File: src/rtl/uart_rx_fifo_param.sv
// UART receiver (16x oversampling, 2-of-3 majority, optional parity, 1/2 stop bits) with show-ahead receive FIFO.
// Latency: word is written at the final stop bit decision; rdata/rdempty reflect it on the next clk edge.
// Backpressure: none on the line; a good frame arriving while the FIFO is full (and not popped that cycle) is dropped with an overrun pulse.
module uart_rx_fifo_param #(
  parameter int CLK_FREQ   = 50_000_000,
  parameter int BAUD       = 9600,
  parameter int DATA_BITS  = 8,
  parameter int PARITY     = 0,
  parameter int STOP_BITS  = 1,
  parameter int FIFO_DEPTH = 16,
  parameter int FIFO_AW    = 4
) (
  input  logic                 clk,
  input  logic                 rst_n,
  input  logic                 uart_rxd,
  input  logic                 rdreq,
  output logic [DATA_BITS-1:0] rdata,
  output logic                 rdempty,
  output logic                 rdfull,
  output logic [FIFO_AW:0]     rdusedw,
  output logic                 frame_err,
  output logic                 parity_err,
  output logic                 overrun,
  output logic                 busy
);

  // Rounded oversample divider; 326 at 50 MHz / 9600 baud.
  localparam int DIV = (CLK_FREQ + 8 * BAUD) / (16 * BAUD);
  localparam int DW  = (DIV > 1) ? $clog2(DIV) : 1;
  localparam logic [DW-1:0]    DIV_M1    = DW'(DIV - 1);
  localparam logic [3:0]       LAST_BIT  = 4'(DATA_BITS - 1);
  localparam logic             LAST_STOP = 1'(STOP_BITS - 1);
  localparam logic [FIFO_AW:0] DEPTH_CNT = (FIFO_AW + 1)'(FIFO_DEPTH);

  typedef enum logic [2:0] {
    S_IDLE, S_START, S_DATA, S_PARITY, S_STOP, S_BREAK
  } state_t;

  state_t state, state_n;

  logic                 sync1, sync2, rxd_d;
  logic                 start_edge;
  logic [DW-1:0]        div_cnt;
  logic                 tick;
  logic [3:0]           s_cnt;
  logic                 smp7, smp8;
  logic                 maj, dec, bit_end;
  logic [DATA_BITS-1:0] shreg;
  logic [3:0]           bit_idx;
  logic                 stop_idx;
  logic                 stop_bad, par_bad;
  logic                 commit, ferr_c, perr_c, ovr_c, good, wr_en, pop;

  logic [DATA_BITS-1:0] mem [FIFO_DEPTH];
  logic [FIFO_AW-1:0]   wr_ptr, rd_ptr;
  logic [FIFO_AW:0]     count;

  // Two-flop synchroniser plus one delay flop for falling-edge detection; idles high.
  always_ff @(posedge clk) begin
    if (!rst_n) begin
      sync1 <= 1'b1;
      sync2 <= 1'b1;
      rxd_d <= 1'b1;
    end else begin
      sync1 <= uart_rxd;
      sync2 <= sync1;
      rxd_d <= sync2;
    end
  end

  assign start_edge = (state == S_IDLE) && rxd_d && !sync2;
  assign tick       = (div_cnt == DIV_M1);
  assign dec        = tick && (s_cnt == 4'd9);
  assign bit_end    = tick && (s_cnt == 4'd15);
  assign maj        = (smp7 & smp8) | (smp7 & sync2) | (smp8 & sync2);

  // Oversample divider; realigned to the start edge so bit centres track the frame.
  always_ff @(posedge clk) begin
    if (!rst_n) begin
      div_cnt <= '0;
    end else if (start_edge || tick) begin
      div_cnt <= '0;
    end else begin
      div_cnt <= div_cnt + 1'b1;
    end
  end

  // Per-bit sample counter and the two early samples feeding the majority vote.
  always_ff @(posedge clk) begin
    if (!rst_n) begin
      s_cnt <= '0;
      smp7  <= 1'b1;
      smp8  <= 1'b1;
    end else begin
      if (state == S_IDLE || state == S_BREAK || commit) begin
        s_cnt <= '0;
      end else if (tick) begin
        s_cnt <= s_cnt + 1'b1;
      end
      if (tick && s_cnt == 4'd7) smp7 <= sync2;
      if (tick && s_cnt == 4'd8) smp8 <= sync2;
    end
  end

  // FSM state register.
  always_ff @(posedge clk) begin
    if (!rst_n) state <= S_IDLE;
    else        state <= state_n;
  end

  // Next-state logic and the once-per-frame commit decision.
  always_comb begin
    state_n = state;
    commit  = 1'b0;
    case (state)
      S_IDLE:   if (start_edge) state_n = S_START;
      S_START: begin
        if (dec && maj)   state_n = S_IDLE;
        else if (bit_end) state_n = S_DATA;
      end
      S_DATA:   if (bit_end && bit_idx == LAST_BIT)
                  state_n = (PARITY != 0) ? S_PARITY : S_STOP;
      S_PARITY: if (bit_end) state_n = S_STOP;
      S_STOP: begin
        if (dec && stop_idx == LAST_STOP) begin
          commit  = 1'b1;
          state_n = (stop_bad || !maj) ? S_BREAK : S_IDLE;
        end
      end
      S_BREAK:  if (sync2) state_n = S_IDLE;
      default:  state_n = S_IDLE;
    endcase
  end

  // Commit priority: framing, then parity, then overrun, else write.
  always_comb begin
    pop    = rdreq && !rdempty;
    ferr_c = commit && (stop_bad || !maj);
    perr_c = commit && !ferr_c && par_bad;
    good   = commit && !ferr_c && !perr_c;
    wr_en  = good && (!rdfull || pop);
    ovr_c  = good && rdfull && !pop;
  end

  // Frame datapath: LSB-first shifter, bit/stop indices and latched error conditions.
  always_ff @(posedge clk) begin
    if (!rst_n) begin
      shreg    <= '0;
      bit_idx  <= '0;
      stop_idx <= 1'b0;
      stop_bad <= 1'b0;
      par_bad  <= 1'b0;
    end else begin
      if (start_edge) begin
        bit_idx  <= '0;
        stop_idx <= 1'b0;
        stop_bad <= 1'b0;
        par_bad  <= 1'b0;
      end
      if (state == S_DATA && dec)     shreg    <= {maj, shreg[DATA_BITS-1:1]};
      if (state == S_DATA && bit_end) bit_idx  <= bit_idx + 1'b1;
      if (state == S_PARITY && dec)   par_bad  <= (^shreg) ^ maj ^ (PARITY == 1);
      if (state == S_STOP && dec && !maj) stop_bad <= 1'b1;
      if (state == S_STOP && bit_end) stop_idx <= stop_idx + 1'b1;
    end
  end

  // Registered one-cycle status pulses, aligned with the FIFO update.
  always_ff @(posedge clk) begin
    if (!rst_n) begin
      frame_err  <= 1'b0;
      parity_err <= 1'b0;
      overrun    <= 1'b0;
    end else begin
      frame_err  <= ferr_c;
      parity_err <= perr_c;
      overrun    <= ovr_c;
    end
  end

  // FIFO pointers and occupancy; a simultaneous write and pop leaves the count unchanged.
  always_ff @(posedge clk) begin
    if (!rst_n) begin
      wr_ptr <= '0;
      rd_ptr <= '0;
      count  <= '0;
    end else begin
      if (wr_en) wr_ptr <= wr_ptr + 1'b1;
      if (pop)   rd_ptr <= rd_ptr + 1'b1;
      case ({wr_en, pop})
        2'b10:   count <= count + 1'b1;
        2'b01:   count <= count - 1'b1;
        default: count <= count;
      endcase
    end
  end

  // FIFO storage; contents need no reset because rdata is masked while empty.
  always_ff @(posedge clk) begin
    if (wr_en) mem[wr_ptr] <= shreg;
  end

  assign rdempty = (count == '0);
  assign rdfull  = (count == DEPTH_CNT);
  assign rdusedw = count;
  assign rdata   = rdempty ? '0 : mem[rd_ptr];
  assign busy    = (state != S_IDLE);

endmodule

File: config.mk
export PLATFORM = sky130hd
export DESIGN_NAME = uart_rx_fifo_param
export DESIGN_NICKNAME = d
export VERILOG_FILES = /design/src/rtl/uart_rx_fifo_param.sv
export SDC_FILE = /design/constraint.sdc
export NUM_CORES = 1
export LEC_CHECK = 0
export ABC_AREA = 0
export BUFFER_PORTS_ARGS = -buffer_cell sky130_fd_sc_hd__buf_2
export CORE_UTILIZATION = 62
export DETAILED_ROUTE_END_ITERATION = 10
export PLACE_DENSITY = 0.88
export SYNTH_ARGS = -nofsm -noshare
export SYNTH_HDL_FRONTEND = slang
export SYNTH_SLANG_ARGS = --single-unit
File: constraint.sdc
create_clock -name clk -period 7.3 [get_ports clk]
set_input_delay 0.365 -clock clk [delete_from_list [all_inputs] [get_ports clk]]
set_output_delay 0.365 -clock clk [all_outputs]
set_load 0.03 [all_outputs]
# After elaboration in Yosys (flattened, before gate mapping)
# Memory sizes are Yosys's and may differ from the RTL's. A register that Yosys moved wholly into a read port is not among the register bits.
# Cells that the tools add are included.
[word_totals] register_bits=52 latch_bits=0 ram_bits=128 romBits=0 elab_cells=126 n_memories=1
[memory_table] name="mem" depth=16 word_bits=8 read_ports=1 rd_ports_with_merged_regs=1 wr=1 line="54" text="logic [DATA_BITS-1:0] mem [FIFO_DEPTH];"
[classes] addsub=8 mul=0 div=0 n_lt_le_gt_ge=0 eq_ne=20 shifts=0 muxes=23 bitwise_logic=8 n_reduce_logical=47
[ops] operator="2-to-1 mux 3 bit" count=8
[ops] operator="logical AND 1 bit" count=23
[ops] operator="case mux 3 bit (6 select lines)" count=1
[ops] operator="adder 4 x 1 -> 4 bit, second input constant" count=4
[ops] operator="2-to-1 mux 4 bit" count=4
[ops] operator="equality test 4 bit, second input constant" count=3
[ops] operator="!= test 2 bit, second input constant" count=5
[ops] operator="case mux 5 bit (2 select lines)" count=1
[ops] operator="nonzero test 2 bit" count=5
[ops] operator="adder 9 x 1 -> 9 bit, second input constant" count=1
[ops] operator="equality test 9 bit, second input constant" count=1
[ops] operator="equality test 4 x 3 -> 1 bit, second input constant" count=2
[ops] operator="2-to-1 mux 1 bit" count=8
[ops] operator="2-to-1 mux 8 bit" count=1
[ops] operator="XOR reduction 8 bit" count=1
[ops] operator="logical NOT 1 bit" count=7
[ops] operator="equality test 3 x 2 -> 1 bit, second input constant" count=2
[ops] operator="equality test 3 bit, second input constant" count=2
[ops] operator="AND reduction 6 bit" count=1
[ops] operator="adder 5 x 1 -> 5 bit, second input constant" count=1
[ops] operator="equality test 5 bit, second input constant" count=1
[ops] operator="logical NOT 5 bit" count=1
[ops] operator="logical OR 1 bit" count=5
[ops] operator="subtractor 5 x 1 -> 5 bit, second input constant" count=1
[ops] operator="12 further kinds" count=17

# Depth between registers and ports, before layout
[depth] depth_word=14 ltp_mapped=11 mapped_depth_nobuf=11

# Worst setup path after synthesis
# OpenSTA, ideal clock, no wires.
[synth_path] kind="flip-flop to flip-flop" startpoint="register div_cnt[0]" endpoint="memory mem[3][0] (enable)" setup_ns=0.383 arrival_time_ns=2.344 t_required_ns=6.917 setup_slack_ns=4.572 stages_incl_launch_ff=7 path_buffers=0 period_less_slack_ns=2.728 path_cell_list="dfxtp_1 -> ha_1 -> nand4bb_1 -> or4_4 -> nor3b_4 -> nand2_1 -> nor3_1"
[synth_between] elab_chain_len=14
[synth_lines] element="start: declaration" line="43" text="logic [DW-1:0] div_cnt;"
[synth_lines] element="start signal: assignment" line="84" text="div_cnt <= div_cnt + 1'b1;"
[synth_lines] element="equality test 9 bit *" line="72" text="assign tick = (div_cnt == DIV_M1);"
[synth_lines] element="logical AND 1 bit *" line="73" text="assign dec = tick && (s_cnt == 4'd9);"
[synth_lines] element="logical AND 1 bit *" line="125" text="if (dec && stop_idx == LAST_STOP) begin"
[synth_lines] element="2-to-1 mux 1 bit *" line="125"
[synth_lines] element="2-to-1 mux 1 bit *" line="115" text="case (state)"
[synth_lines] element="logical AND 1 bit" line="138" text="ferr_c = commit && (stop_bad || !maj);"
[synth_lines] element="logical NOT 1 bit" line="139, 140"
[synth_lines] element="logical AND 1 bit *" line="139, 140"
[synth_lines] element="logical AND 1 bit" line="139" text="perr_c = commit && !ferr_c && par_bad;"
[synth_lines] element="logical NOT 1 bit" line="140" text="good = commit && !ferr_c && !perr_c;"
[synth_lines] element="logical AND 1 bit *" line="140"
[synth_lines] element="logical AND 1 bit *" line="141" text="wr_en = good && (!rdfull || pop);"
[synth_lines] element="2-to-1 mux 1 bit *" line="200" text="if (wr_en) mem[wr_ptr] <= shreg;"
[synth_lines] element="2-to-1 mux 1 bit (not written as such) *" line="200"
[synth_lines] element="end: declaration" line="54"
# Every way passes the cells marked *; elsewhere a longest branch is shown, timed or not.

# Final worst setup path
[layout_path] startpoint="register state[2]" endpoint="memory mem[3][3] (enable)"
[layout_between] elab_chain_len=11
[layout_lines] element="start: declaration" line="39" text="state_t state, state_n;"
[layout_lines] element="start signal: assignment" line="108" text="else state <= state_n;"
[layout_lines] element="equality test 3 bit *" line="115"
[layout_lines] element="2-to-1 mux 1 bit *" line="115"
[layout_lines] element="logical AND 1 bit" line="138"
[layout_lines] element="logical NOT 1 bit" line="139, 140"
[layout_lines] element="logical AND 1 bit *" line="139, 140"
[layout_lines] element="logical AND 1 bit" line="139"
[layout_lines] element="logical NOT 1 bit" line="140"
[layout_lines] element="logical AND 1 bit *" line="140"
[layout_lines] element="logical AND 1 bit *" line="141"
[layout_lines] element="2-to-1 mux 1 bit *" line="200"
[layout_lines] element="2-to-1 mux 1 bit (not written as such) *" line="200"
# Marks and branches as above.

==> results.tsv <==
stage	metric	value	unit
final_layout	diode count	0	
min_path	cell count of the worst hold path	2	
sta	setup violators final	0	
final_layout	Core Util, Final	70.41	%
sta	Slew Limit Fails	0	
routing	vias per inst	6.125	
setup_path	worst reg-to-reg path cell count	5	
routing	1st-iter DRT viols	385	
setup_path	CP required	7.35	ns
setup_path	CP startpoint kind	register	
min_path	worst min path class	in -> reg	
clock_network	clock sink total	184	
routing	detailed-route wire length	15240	µm
sta	worst relative slew slack	33.59	%
synth	Synthesized Nets	528	
synth	Syn Inst Count	512	
synth	Seq/Total Area, Yosys	64.04	%
routing	residual DRC count	0	
synth	post-synthesis cell area	0.007752	mm²
floorplanning	Die X	113.8	µm
power_and_ir_drop	leak pwr	2.995	nW
final_layout	Layout area overhead	10.01	%
floorplanning	# IOs	23	
place	dpl ws	3.878	ns
sta	slew of the pin with the lowest slew margin	0.9885	ns
final_layout	fin nets	547	
sta	Final Cycle Share	48.02	%
setup_path	CP endpoint kind	register	
place	DPL Wire Length	9837	µm
synth	yosys warns	0	
final_layout	number of fill cells in the layout	763	
sta	final hold violations	0	
sta	final worst path period need	3.505	ns
sta	Worst Skew	0.008840	ns
clock_network	Worst-path clk slew	0.06	ns
global_route	number of global-route vias before repair	4496	
clock_network	CTS tree	built	
synth	Avg Inst Size Synth	15.14	µm²
clock_network	CTS buffer count	17	
global_route	total gr overflow	0	
global_route	global-route wire length before repair	23980	µm
floorplanning	Die Y	113.8	µm
clock_network	htree depth	4	
power_and_ir_drop	Cell Pwr Density	304.6	mW/mm²
final_layout	Sequential Area	0.004967	mm²
synth	EDFF count, synth	128	
synth	asr flop ratio synth	0	%
final_layout	layout cells sized above 1	17.83	%
floorplanning	Die Area	0.01296	mm²
clock_network	root buf cell	clkbuf_16	
floorplanning	core area	0.01211	mm²
routing	via count	4361	
synth	ys flop type	edfxtp_1	
flow_run	number of max-cap violations	0	
outcome	status	finished, final reports clean	
place	routability cong.	0.9145	
place	Port Buffers	22	
synth	Netlist cell types	48	
sta	RSZ-0062 raised after global routing	no	
power_and_ir_drop	total power	0.002598	W
sta	Fmax	0.2853	GHz
clock_network	Clock Path Buffers	2	
clock_network	Post-CTS Setup Inserts	0	
routing	antenna viol nets, final	0	
synth	FF+latch count, synth	184	
final_layout	multi-input logic area	0.002665	mm²
clock_network	quantity of hold-fixing buffers added after cts	0	
floorplanning	Initial Util	64.01	%
setup_path	crit-path max FO	19	
global_route	initial antenna violation count	0	
power_and_ir_drop	VDD IR max	141.3	µV
setup_path	Worst EP arrival	3.55	ns
global_route	Tot GR Track Use	25.74	%
sta	final worst slack	3.795	ns
floorplanning	num rows	40	
global_route	largest net degree at the start of global routing	49	
clock_network	Worst-Skew Late Latency	0.43	ns
routing	routed len/inst	21.40	µm
clock_network	Resized cells post-CTS	0	
setup_path	Worst R2R Setup Slack	3.79	ns
routing	TritonRoute pass-1 iters	5	
sta	setup TNS	0	ns
setup_path	critical path class	reg -> reg	
## sequential cells by signal, indices dropped and copies added, names as in the netlist, named ones only
signal and count:
stop_idx 1, stop_bad 1, mem 128, frame_err 1, par_bad 1, shreg 8, state 3, wr_ptr 4
overrun 1, sync2 1, parity_err 1, smp8 1, rd_ptr 4, rxd_d 1, bit_idx 4, smp7 1
sync1 1, s_cnt 4, div_cnt 9, rdusedw 5
## critical path, cell delays in order, from the launching register on
cell and delay, ns:
dfxtp_1 0.55, or3b_1 0.46, or4_4 0.54, nor3b_4 0.60, nand2_1 0.19, nor3_1 0.79
## report_power, final
group / switching, W / internal [W] / leakage (nW)
combinational: 0.000340 / 0.000256 / 1.10
sequential: 0.0000488 / 0.00113 / 1.64
clock: 0.000363 / 0.000464 / 0.258
total: 0.000752 / 0.00185 / 2.99
## layer usage
metal	vias up	wire, µm	global-route usage (%)
li1	1986	-	-
met1	2207	5889	29.06
met2	130	8208	46.46
met3	38	672	5.313
met4	0	469	12.90
met5	-	0	0
## final timing paths
kind / start / endpoint
max: state[2] / mem[3][3]
min: uart_rxd / sync1
max reg2reg: state[2] / mem[3][3]
min reg2reg: sync1 / sync2
## cell type report
class                      count  share of cell area, %
timing repair buffer          23                  1.379
multi-input combinational    297                  31.25
inverter                       8                 0.3521
clock inverter                14                  1.276
tap                          168                  2.465
sequential                   184                  58.25
clock buffer                  18                  5.032
## cell families after synthesis
kind of cell / after synthesis / synth area share (%)
AOI/OAI and AO/OA: 30 / 2.647
xor gates and xnor gates: 21 / 2.550
adders and majority gates: 13 / 2.066
buffers and inverters: 31 / 1.582
DFF: 184 / 64.04
muxes: 63 / 14.59
and+or+nand+nor: 170 / 12.52
## cells in the mapped netlist (8+ instances only)
cell / instances / area, µm²
clkbuf_1: 16 / 60.06
and2_1: 8 / 50.05
dfxtp_1: 56 / 1121
nand2b_1: 11 / 68.82
edfxtp_1: 128 / 3844
inv_1: 8 / 30.03
mux2i_1: 23 / 230.2
xnor2_1: 10 / 87.58
nor3_1: 9 / 45.04
nor2_1: 25 / 93.84
nand2_1: 25 / 93.84
nand3_1: 15 / 75.07
xor2_1: 10 / 87.58
and3_1: 20 / 125.1
mux4_2: 40 / 900.9
nor2b_1: 24 / 150.1
ha_1: 12 / 150.1
## stage by stage
step | cells | cell area [µm²] | hold WS [ns]
final | 712 | 8528 | 0.1234
after CTS | 712 | 8528 | 0.1122
after floorplan | 512 | 7752 | 0.3863
after global placement | 680 | 7990 | 0.3891
after detailed placement | 680 | 7990 | 0.3941
after global routing | 712 | 8528 | 0.1144
## cell usage in the layout (no fill, tap or decap), types with 4 or more instances in the layout
cell       synthesis  final
a21boi_0           5      5
a21oi_1            6      6
and2_1             8      8
and3_1            20     20
buf_2              4     22
clkbuf_16          0     17
clkinv_1           0      5
dfxtp_1           56     54
edfxtp_1         128    128
ha_1              12     12
inv_1              8      8
mux2i_1           23     23
mux4_2            40     40
nand2_1           25     25
nand2b_1          11     11
nand3_1           15     15
nand4_1            6      6
nor2_1            25     25
nor2b_1           24     24
nor3_1             9      9
nor3b_1            4      4
o21a_1             4      4
o21ai_0            6      6
or3_1              5      5
xnor2_1           10     10
xor2_1            10     10
Power figures use the tool's default switching activity.
